==> config.mk <==
export PLATFORM = sky130hd
export DESIGN_NAME = lsu_controller
export DESIGN_NICKNAME = d
export VERILOG_FILES = /design/src/rtl/lsu_controller.sv
export SDC_FILE = /design/constraint.sdc
export NUM_CORES = 1
export LEC_CHECK = 0
export CAP_MARGIN = 20
export CELL_PAD_IN_SITES_DETAIL_PLACEMENT = 1
export CELL_PAD_IN_SITES_GLOBAL_PLACEMENT = 2
export CORE_MARGIN = 10
export CORE_UTILIZATION = 23
export CTS_CLUSTER_DIAMETER = 40
export DETAILED_ROUTE_END_ITERATION = 10
export GPL_ROUTABILITY_DRIVEN = 0
export PLACE_DENSITY = 0.88
export SETUP_SLACK_MARGIN = 0.02
export SYNTH_ARGS = -nofsm -noshare
export SYNTH_HDL_FRONTEND = slang
export SYNTH_SLANG_ARGS = --single-unit
==> constraint.sdc <==
create_clock -name i_clk -period 3.95 [get_ports i_clk]
set_clock_uncertainty 0.05 [all_clocks]
set_input_delay 1.185 -clock i_clk [delete_from_list [all_inputs] [get_ports i_clk]]
set_output_delay 1.185 -clock i_clk [all_outputs]
set_load 0.01 [all_outputs]
==> src/rtl/lsu_controller.sv <==
// Load/store sequencer: req/gnt/rvalid bus handshake, lane steering, load extension, bus timeout.
// Optional misaligned-access trap enabled by defining LSU_MISALIGN_TRAP_EN.
module lsu_controller #(
    parameter int DATA_W         = 32,
    parameter int TIMEOUT_CYCLES = 16
) (
    input  logic              i_clk,
    input  logic              i_rst,
    input  logic              i_MemRead,
    input  logic              i_MemWrite,
    input  logic [2:0]        i_Funct3,
    input  logic [DATA_W-1:0] i_Addr,
    input  logic [DATA_W-1:0] i_WData,
    output logic              o_Stall,
    output logic              o_Done,
    output logic [DATA_W-1:0] o_RData,
    output logic              o_BusErr,
    output logic              o_MisalignErr,
    output logic              o_mem_req,
    output logic              o_mem_we,
    output logic [DATA_W-1:0] o_mem_addr,
    output logic [3:0]        o_mem_be,
    output logic [DATA_W-1:0] o_mem_wdata,
    input  logic              i_mem_gnt,
    input  logic              i_mem_rvalid,
    input  logic [DATA_W-1:0] i_mem_rdata
);

    localparam logic [1:0] S_IDLE = 2'd0;
    localparam logic [1:0] S_REQ  = 2'd1;
    localparam logic [1:0] S_WAIT = 2'd2;
    localparam logic [1:0] S_DONE = 2'd3;

    localparam int CNT_W = (TIMEOUT_CYCLES > 0) ? $clog2(TIMEOUT_CYCLES + 1) : 1;
    localparam logic [CNT_W-1:0] CNT_LAST = (TIMEOUT_CYCLES > 0) ? CNT_W'(TIMEOUT_CYCLES - 1) : '0;

    logic [1:0]        r_state;
    logic [CNT_W-1:0]  r_cnt;
    logic              r_is_b;
    logic              r_is_h;
    logic              r_uns;
    logic [1:0]        r_off;
    logic              r_mem_req;
    logic              r_mem_we;
    logic [DATA_W-1:0] r_mem_addr;
    logic [3:0]        r_mem_be;
    logic [DATA_W-1:0] r_mem_wdata;
    logic [DATA_W-1:0] r_rdata;
    logic              r_done;
    logic              r_buserr;
    logic              r_misalign;

    logic              w_req;
    logic              w_is_b;
    logic              w_is_h;
    logic [1:0]        w_off;
    logic [3:0]        w_be;
    logic [DATA_W-1:0] w_wdata;
    logic              w_misalign;
    logic              w_timeout;
    logic [DATA_W-1:0] w_lane;
    logic [DATA_W-1:0] w_load;

    assign w_req  = i_MemRead | i_MemWrite;
    assign w_is_b = (i_Funct3[1:0] == 2'b00);
    assign w_is_h = (i_Funct3[1:0] == 2'b01);

    // Offset is truncated to the access size, so H ignores a[0] and W ignores a[1:0].
    always_comb begin
        w_off   = 2'b00;
        w_be    = 4'b1111;
        w_wdata = i_WData;
        if (w_is_b) begin
            w_off   = i_Addr[1:0];
            w_be    = 4'b0001 << w_off;
            w_wdata = {4{i_WData[7:0]}};
        end else if (w_is_h) begin
            w_off   = {i_Addr[1], 1'b0};
            w_be    = 4'b0011 << w_off;
            w_wdata = {2{i_WData[15:0]}};
        end
    end

`ifdef LSU_MISALIGN_TRAP_EN
    assign w_misalign = (w_is_h && i_Addr[0]) || (!w_is_b && !w_is_h && (i_Addr[1:0] != 2'b00));
`else
    assign w_misalign = 1'b0;
`endif

    assign w_timeout = (TIMEOUT_CYCLES != 0) && (r_cnt == CNT_LAST);

    assign w_lane = i_mem_rdata >> {r_off, 3'b000};

    always_comb begin
        w_load = w_lane;
        if (r_is_b)
            w_load = r_uns ? {24'b0, w_lane[7:0]} : {{24{w_lane[7]}}, w_lane[7:0]};
        else if (r_is_h)
            w_load = r_uns ? {16'b0, w_lane[15:0]} : {{16{w_lane[15]}}, w_lane[15:0]};
    end

    always_ff @(posedge i_clk or posedge i_rst) begin
        if (i_rst) begin
            r_state     <= S_IDLE;
            r_cnt       <= '0;
            r_is_b      <= 1'b0;
            r_is_h      <= 1'b0;
            r_uns       <= 1'b0;
            r_off       <= 2'b00;
            r_mem_req   <= 1'b0;
            r_mem_we    <= 1'b0;
            r_mem_addr  <= '0;
            r_mem_be    <= 4'b0000;
            r_mem_wdata <= '0;
            r_rdata     <= '0;
            r_done      <= 1'b0;
            r_buserr    <= 1'b0;
            r_misalign  <= 1'b0;
        end else begin
            r_done <= 1'b0;
            case (r_state)
                S_IDLE: begin
                    if (w_req) begin
                        r_is_b      <= w_is_b;
                        r_is_h      <= w_is_h;
                        r_uns       <= i_Funct3[2];
                        r_off       <= w_off;
                        r_mem_we    <= i_MemWrite;
                        r_mem_addr  <= {i_Addr[DATA_W-1:2], 2'b00};
                        r_mem_be    <= w_be;
                        r_mem_wdata <= w_wdata;
                        r_buserr    <= 1'b0;
                        r_cnt       <= '0;
                        if (w_misalign) begin
                            r_state    <= S_DONE;
                            r_done     <= 1'b1;
                            r_misalign <= 1'b1;
                            r_rdata    <= '0;
                        end else begin
                            r_state    <= S_REQ;
                            r_mem_req  <= 1'b1;
                            r_misalign <= 1'b0;
                        end
                    end
                end
                S_REQ: begin
                    if (i_mem_gnt) begin
                        r_state   <= S_WAIT;
                        r_mem_req <= 1'b0;
                        r_cnt     <= r_cnt + CNT_W'(1);
                    end else if (w_timeout) begin
                        r_state   <= S_DONE;
                        r_mem_req <= 1'b0;
                        r_done    <= 1'b1;
                        r_buserr  <= 1'b1;
                        r_rdata   <= '0;
                    end else begin
                        r_cnt <= r_cnt + CNT_W'(1);
                    end
                end
                S_WAIT: begin
                    if (i_mem_rvalid) begin
                        r_state <= S_DONE;
                        r_done  <= 1'b1;
                        if (!r_mem_we)
                            r_rdata <= w_load;
                    end else if (w_timeout) begin
                        r_state  <= S_DONE;
                        r_done   <= 1'b1;
                        r_buserr <= 1'b1;
                        r_rdata  <= '0;
                    end else begin
                        r_cnt <= r_cnt + CNT_W'(1);
                    end
                end
                default: begin
                    // Error flags are only meaningful alongside the done pulse.
                    r_state    <= S_IDLE;
                    r_buserr   <= 1'b0;
                    r_misalign <= 1'b0;
                end
            endcase
        end
    end

    assign o_Stall     = ((r_state == S_IDLE) && w_req) || (r_state == S_REQ) || (r_state == S_WAIT);
    assign o_Done      = r_done;
    assign o_RData     = r_rdata;
    assign o_BusErr    = r_buserr;
    assign o_mem_req   = r_mem_req;
    assign o_mem_we    = r_mem_we;
    assign o_mem_addr  = r_mem_addr;
    assign o_mem_be    = r_mem_be;
    assign o_mem_wdata = r_mem_wdata;

`ifdef LSU_MISALIGN_TRAP_EN
    assign o_MisalignErr = r_misalign;
`else
    assign o_MisalignErr = 1'b0;
`endif

endmodule
Word level (Yosys, flattened, before mapping) --
Index checks and enable logic that the tools add are counted.
Storage, ports and cells: flip-flop bits (word level) 114, output and inout port bits 106, logic and storage cells 79
Operators by class: add/sub/neg operators 1, equal/unequal tests 9, shift operators 3, muxes and demuxes 38, bitwise logic cells 1, reductions and logical operators 13
Operators with widths (number):
- $mux W32 | 10
- $pmux W32 S2 | 1
- $shr A32 B5 Y32 | 1
- $mux W5 | 4
- $pmux W5 S3 | 1
- $mux W2 | 6
- $reduce_and A3 Y1 | 4
- $mux W1 | 10
- $mux W4 | 2
- $ne A2 B2 Y1 const B | 3
- $ne A3 B3 Y1 const B | 2
- $pmux W2 S3 | 1
- $add A5 B1 Y5 const B | 1
- $eq A5 B4 Y1 const B | 1
- $eq A2 B1 Y1 const B | 2
- $logic_not A2 Y1 | 2
- $pmux W1 S2 | 2
- $reduce_bool A2 Y1 | 2
- $shl A1 B2 Y4 const A | 1
- $shl A2 B2 Y4 const A | 1
- $pmux W1 S3 | 1
- $reduce_bool A3 Y1 | 1
- $eq A2 B2 Y1 const B | 1
- $logic_or A1 B1 Y1 | 2
- 3 further kinds | 3

Logic depth before layout (Yosys ltp) --
Gate-level depths: netlist of run 1.
depth after elaboration 7, gate-level depth with buffers 9, depth with buffers taken out 8

Worst setup path after synthesis of run 1 --
Ideal clock, no wire load.
kind input -> output, from input port i_MemWrite, to output port o_Stall, arrival time 2.141 ns, setup slack 0.574 ns, stages on the path 4, cells stage by stage o21ai_1 -> clkbuf_1 -> clkbuf_1 -> nand2_1
On the way: word-level cells in the longest chain between the ends 4
RTL lines:
- start, declared | RTL line 10 | input logic i_MemWrite,
- $or A1 B1 Y1 | RTL line 64 | assign w_req = i_MemRead | i_MemWrite;
- $logic_and A1 B1 Y1 | RTL line 186 | assign o_Stall = ((r_state == S_IDLE) && w_req) || (r_state == S_REQ) || (r_state == S_WAIT);
- $logic_or A1 B1 Y1 (2 in a row) | RTL line 186
- end, declared | RTL line 14 | output logic o_Stall,
Every way passes these cells.

Worst setup path after layout of run 1 --
Ends and elaborated chain as after synthesis.

==> results.json, run 1 <==
{
  "drt_iter0_markers": 179,
  "start_kind": "input pin",
  "fp.coreArea_um2": 23600,
  "synth_cell_types": 44,
  "n_fill_cell": 2697,
  "synth_edf_count": 0,
  "grt_max_degree": 115,
  "die_area_um2": 30700,
  "grt.overflow.total": 0,
  "max_cap_viol_count": 0,
  "antenna_left": 0,
  "tightest_slew_ns": 0.887,
  "via_per_inst": 4.54,
  "grt_pass1_wl_um": 33000,
  "layout_min_cycle_time_ns": 3.68,
  "required_ns": 2.71,
  "final_layout_size_suffix_gt1_share_pct": 6.71,
  "slew_violations": 0,
  "final_nets": 905,
  "post_cts_buffers": 0,
  "r2r_slack_ns": 1.54,
  "routed_wl_um": 20900,
  "pwr-share-clk_pct": 24.0,
  "finalNonFillerCells": 1125,
  "fin_util_pct": 36.3,
  "synth-seq-area-share_pct": 51.5,
  "status": "finished clean",
  "grt_pass1_vias": 5565,
  "num_rows": 56,
  "vias": 5105,
  "clkTransAtPathRegs_ns": 0.05,
  "synthCells": 596,
  "p_leak_uw": 0.00374,
  "yosys_warnings": 0,
  "route.detailed.drc": 0,
  "area_growth_pct": 54.6,
  "numCtsBuffers": 17,
  "synthFlopType": "dfrtp_1",
  "grt_usage_pct": 13.6,
  "clk_latency_ns": 0.41,
  "max-vdd-ir-drop_v": 0.000281,
  "crit_fanout": 4,
  "port-buffer-count": 207,
  "finalCritPeriodShare_pct": 93.1,
  "avgSynthCellArea_um2": 9.29,
  "routedWlPerCell_um": 18.6,
  "ctsLongestPathBuffers": 2,
  "antenna_found_initial": 1,
  "max-slew-margin-rel_pct": 40.9,
  "combinationalPowerShare_pct": 45.8,
  "htree_levels": 4,
  "firstDrtPassIters": 4,
  "setup_viol": 0,
  "p_per_area_nw_per_um2": 794,
  "critPathArrivalTime_ns": 2.44,
  "tns_ns": 0,
  "cts.sinks": 114,
  "dieHeight_um": 175,
  "ys_async_sr_fraction_pct": 100,
  "hpwl_um": 15100,
  "power_frac_seq_pct": 30.2,
  "cts_tree": "built",
  "endpoint_kind": "primary output",
  "rsz0062_at_grt": "false",
  "hold_buffers": 0,
  "switchingPower_uw": 2540,
  "pin_count": 211,
  "die_w_um": 175,
  "placed_cells": 1092,
  "critical_path_class": "input pin to primary output",
  "start_util_pct": 23.5,
  "total_power_uw": 6800,
  "cts-resized-gates": 0,
  "syn_area_um2": 5540,
  "ctsRootBufferMaster": "clkbuf_16",
  "switching_share_pct": 37.3,
  "ys_ff_latch": 114,
  "hold_path.class": "flip-flop to flip-flop",
  "finalHoldViolations": 0,
  "intPower_uw": 4260,
  "max_freq_mhz": 272
}
==> registers in the layout, indices dropped and copies added, names as in the netlist, 2 cells and up <==
register and count:
o_RData 32, o_mem_wdata 32, o_mem_addr 30, r_cnt 5, o_mem_be 4, r_off 2, r_state 2
==> cells in the mapped netlist (2+ instances only) <==
cell type    n  share of area [%]
buf_4        4               0.54
a2bb2oi_1    7                1.1
a221oi_1     9                1.4
a32o_1       8                1.4
a21o_1       3               0.41
inv_1       11               0.75
nor2b_1     10                1.1
a211oi_1     8                1.1
ha_1         7                1.6
a31oi_1      4               0.45
nor3_1       2               0.18
a211o_1      7                1.1
o21ai_0     65                5.9
clkbuf_1    30                2.0
and3_1       2               0.23
mux2i_1     40                7.2
buf_6        2               0.41
nor3b_2      2               0.45
a22o_1       9                1.4
o22ai_1      2               0.23
nand2_1    182                 12
nand2b_1     3               0.34
nor2_1      24                1.6
dfrtp_1    114                 52
a21oi_1     13                1.2
buf_2        8               0.72
a41oi_1      2               0.32
or2_2        2               0.23
==> worst paths after layout <==
| check | from | end | cells past startpoint |
|---|---|---|---|
| worst max-delay path | i_MemWrite | o_Stall | 4 |
| worst min-delay path | o_mem_be[2] | o_mem_be[2] | 2 |
| worst max register to register | r_state[0] | o_mem_be[0] | 7 |
| worst min register to register | o_mem_be[2] | o_mem_be[2] | 2 |
| max in group asynchronous | i_rst | o_RData[27] | 3 |
| min in group asynchronous | i_rst | o_mem_wdata[27] | 3 |
==> per-layer routing <==
metal	wire length (um)	share of wire, %	track usage (%)	vias up
met5	13	0.062	0	-
met4	219	1.0	3.74	2
met3	2250	11	6.79	18
met2	9420	45	21.0	174
met1	8990	43	16.4	2476
li1	-	-	-	2435
==> worst max-delay path, cell delays in order <==
cell and delay, ns:
clkdlybuf4s50_1 0.58, o21ai_4 0.09, nand2_1 0.06, clkdlybuf4s50_1 0.53
==> power groups by stage <==
stage               sequential, uW  clock (uW)  combinational, uW
global placement              2050           0               3120
CTS                           2060        1680               3190
global route                  2130        1730               3470
detailed placement            2070           0               3170
floorplan                     2190           0               1380
finish                        2050        1630               3110
==> cell usage in the layout, fill, tap and decap left out, drive strengths merged, types with 7 or more instances in the layout <==
cell type / instances
clkdlybuf4s50: 207
nand2: 182
dfrtp: 114
o21ai: 67
mux2i: 40
nor2: 25
clkbuf: 21
a21oi: 13
buf: 13
nor2b: 11
inv: 10
a22o: 9
a221oi: 9
a32o: 8
a211oi: 8
a211o: 7
a2bb2oi: 7
ha: 7
==> through the flow <==
| step | hold WS [ns] | setup WS, ns | cell area [um^2] |
|---|---|---|---|
| 5_1_grt | 0.451 | 0.224 | 8560 |
| 4_1_cts | 0.426 | 0.268 | 8550 |
| 3_5_place_dp | 0.412 | 0.270 | 7940 |
| 3_3_place_gp | 0.407 | 0.279 | 7940 |
| 6_report | 0.417 | 0.273 | 8560 |
| 2_1_floorplan | 0.393 | 0.574 | 5550 |
==> area by class of cell <==
class,instances,area [um^2],area share [%]
timing repair buffer,220,2180,25.5
tap,319,399,4.66
sequential,114,2850,33.3
clock buffer,21,450,5.26
clock inverter,10,159,1.86
antenna,1,2.50,0.0292
inverter,11,45.0,0.526
multi-input combinational,429,2470,28.9
==> kinds of logic (layout without fill, tap and decap cells) <==
| logic type | Yosys count | after routing | share of synthesized area [%] |
|---|---|---|---|
| simple gates | 233 | 233 | 17.3 |
| flops | 114 | 114 | 51.5 |
| compound gates | 145 | 145 | 17.4 |
| fa+ha+maj | 7 | 7 | 1.58 |
| other cells | 1 | 4 | 0.0677 |
| buf+inv | 55 | 262 | 4.45 |
| mux | 41 | 41 | 7.63 |
Power figures use the tool's default switching activity.
==> run 2, diff against run 1 <==
--- a/config.mk
+++ b/config.mk
@@ -6,14 +6,12 @@
 export NUM_CORES = 1
 export LEC_CHECK = 0
 export CAP_MARGIN = 20
-export CELL_PAD_IN_SITES_DETAIL_PLACEMENT = 1
-export CELL_PAD_IN_SITES_GLOBAL_PLACEMENT = 2
 export CORE_MARGIN = 10
-export CORE_UTILIZATION = 23
+export CORE_UTILIZATION = 40
 export CTS_CLUSTER_DIAMETER = 40
 export DETAILED_ROUTE_END_ITERATION = 10
 export GPL_ROUTABILITY_DRIVEN = 0
-export PLACE_DENSITY = 0.88
+export PLACE_DENSITY = 0.89
 export SETUP_SLACK_MARGIN = 0.02
 export SYNTH_ARGS = -nofsm -noshare
 export SYNTH_HDL_FRONTEND = slang
==> results.json, run 2 (synthesis gave the netlist of run 1 again) <==
{
  "max_stage_delay_ns": 0.57,
  "ctsLongestPathBuffers": 2,
  "setup_viol": 0,
  "drt_iter0_markers": 299,
  "pwr-share-clk_pct": 21.9,
  "p_per_area_nw_per_um2": 785,
  "combinationalPowerShare_pct": 46.9,
  "grt.overflow.total": 0,
  "r2r_slack_ns": 1.74,
  "via_per_inst": 5.25,
  "die_area_um2": 19000,
  "ctsRootBufferMaster": "clkbuf_16",
  "cts-resized-gates": 0,
  "crit_fanout": 4,
  "max_cap_viol_count": 0,
  "slew_violations": 0,
  "route.detailed.drc": 0,
  "placed_cells": 949,
  "area_growth_pct": 50.5,
  "grt_use_met2_pct": 30.0,
  "reg2reg_from": "r_off[0]",
  "required_ns": 2.71,
  "max_freq_mhz": 272,
  "critical_path_class": "input pin to primary output",
  "tightest_slew_ns": 0.980,
  "die_w_um": 138,
  "numCtsBuffers": 17,
  "grt_pass1_wl_um": 28200,
  "cp_cell_sequence": "clkdlybuf4s50_1 > o21ai_4 > nand2_1 > clkdlybuf4s50_1",
  "firstDrtPassIters": 5,
  "cp-endpoint": "o_Stall",
  "final_nets": 905,
  "antenna_found_initial": 0,
  "busiest_layer": "met2",
  "routedWlPerCell_um": 18.5,
  "grt_max_degree": 115,
  "switchingPower_uw": 2450,
  "placed_area_um2": 7760,
  "dieHeight_um": 138,
  "critPathArrivalTime_ns": 2.44,
  "vias": 5159,
  "fin_util_pct": 62.2,
  "crit_start": "i_MemWrite",
  "max-slew-margin-rel_pct": 34.7,
  "final_area_um2": 8340,
  "endpoint_kind": "primary output",
  "pin_count": 211,
  "mostFrequentLayoutCell": "clkdlybuf4s50_1",
  "p_leak_uw": 0.00372,
  "worst_path_most_repeated_cell": "clkdlybuf4s50_1",
  "num_antenna_cells": 0,
  "use_met1_pct": 22.0,
  "hold_buffers": 0,
  "finalNonFillerCells": 982,
  "num_rows": 42,
  "intPower_uw": 4090,
  "antenna_left": 0,
  "n_fill_cell": 1108,
  "layout_min_cycle_time_ns": 3.68,
  "routed_wl_um": 18200,
  "rsz0062_at_grt": "false",
  "clk_latency_ns": 0.40,
  "hpwl_um": 13100,
  "power_frac_seq_pct": 31.1,
  "worstReg2RegEnd": "o_RData[24]",
  "clkTransAtPathRegs_ns": 0.05,
  "final_layout_size_suffix_gt1_share_pct": 7.20,
  "worstRegToRegCells": 5,
  "htree_levels": 4,
  "slowest_stage": "clkdlybuf4s50_1",
  "start_kind": "input pin",
  "port-buffer-count": 207,
  "layout_common_cells": "clkdlybuf4s50_1, nand2_1, dfrtp_1",
  "finalCritPeriodShare_pct": 93.0,
  "cts_tree": "built",
  "tns_ns": 0,
  "max-vdd-ir-drop_v": 0.000419,
  "post_cts_buffers": 0,
  "met3_usage_pct": 8.99,
  "grt_usage_pct": 18.9,
  "cts.sinks": 114,
  "switching_share_pct": 37.4,
  "hold_path.class": "flip-flop to flip-flop",
  "finalHoldViolations": 0,
  "grt_pass1_vias": 5281,
  "status": "finished clean",
  "fp.coreArea_um2": 13400,
  "start_util_pct": 41.3
}
run 2: cell type report:
class	count	area [um^2]	share of cell area (%)
multi-input cells	429	2470	29.7
well taps	176	220	2.64
inverters	11	45.0	0.540
repair buffers	220	2180	26.2
clock inverters	13	111	1.34
flip-flops and latches	114	2850	34.2
clock buffers	19	453	5.43
run 2: worst min-delay path by stage:
| stage | start | to | slack, ns | depth (start not counted) |
|---|---|---|---|---|
| floorplan | r_cnt[3] | r_cnt[3] | 0.39 | 1 |
| global placement | o_mem_addr[10] | o_mem_addr[10] | 0.41 | 2 |
| detailed placement | o_mem_addr[10] | o_mem_addr[10] | 0.41 | 2 |
| CTS | o_mem_addr[10] | o_mem_addr[10] | 0.43 | 2 |
| global route | o_mem_addr[27] | o_mem_addr[27] | 0.45 | 2 |
| finish | o_mem_be[2] | o_mem_be[2] | 0.42 | 2 |
run 2: power groups by stage:
| stage | clock (uW) | sequential, uW | combinational [uW] |
|---|---|---|---|
| floorplan | 0 | 2190 | 1380 |
| global placement | 0 | 2020 | 3010 |
| detailed placement | 0 | 2050 | 3090 |
| CTS | 1470 | 2040 | 3100 |
| global route | 1530 | 2100 | 3360 |
| finish | 1430 | 2040 | 3070 |
run 2: stage by stage:
step / setup slack (ns) / hold slack, ns / total power, uW
2_1_floorplan: 0.574 / 0.393 / 3580
3_3_place_gp: 0.293 / 0.406 / 5030
3_5_place_dp: 0.269 / 0.411 / 5130
4_1_cts: 0.268 / 0.425 / 6610
5_1_grt: 0.254 / 0.446 / 6990
6_report: 0.275 / 0.419 / 6540
run 2: worst max-delay path: cells and delay by family:
kind / cells / cell delay, ns
simple gates: 1 / 0.07
buf+inv: 2 / 1.10
compound gates: 1 / 0.08
run 2: layer usage:
layer | up-vias | part of all wire (%)
li1 | 2438 | -
met1 | 2488 | 38
met2 | 208 | 48
met3 | 25 | 12
met4 | 0 | 1.4
met5 | - | 0
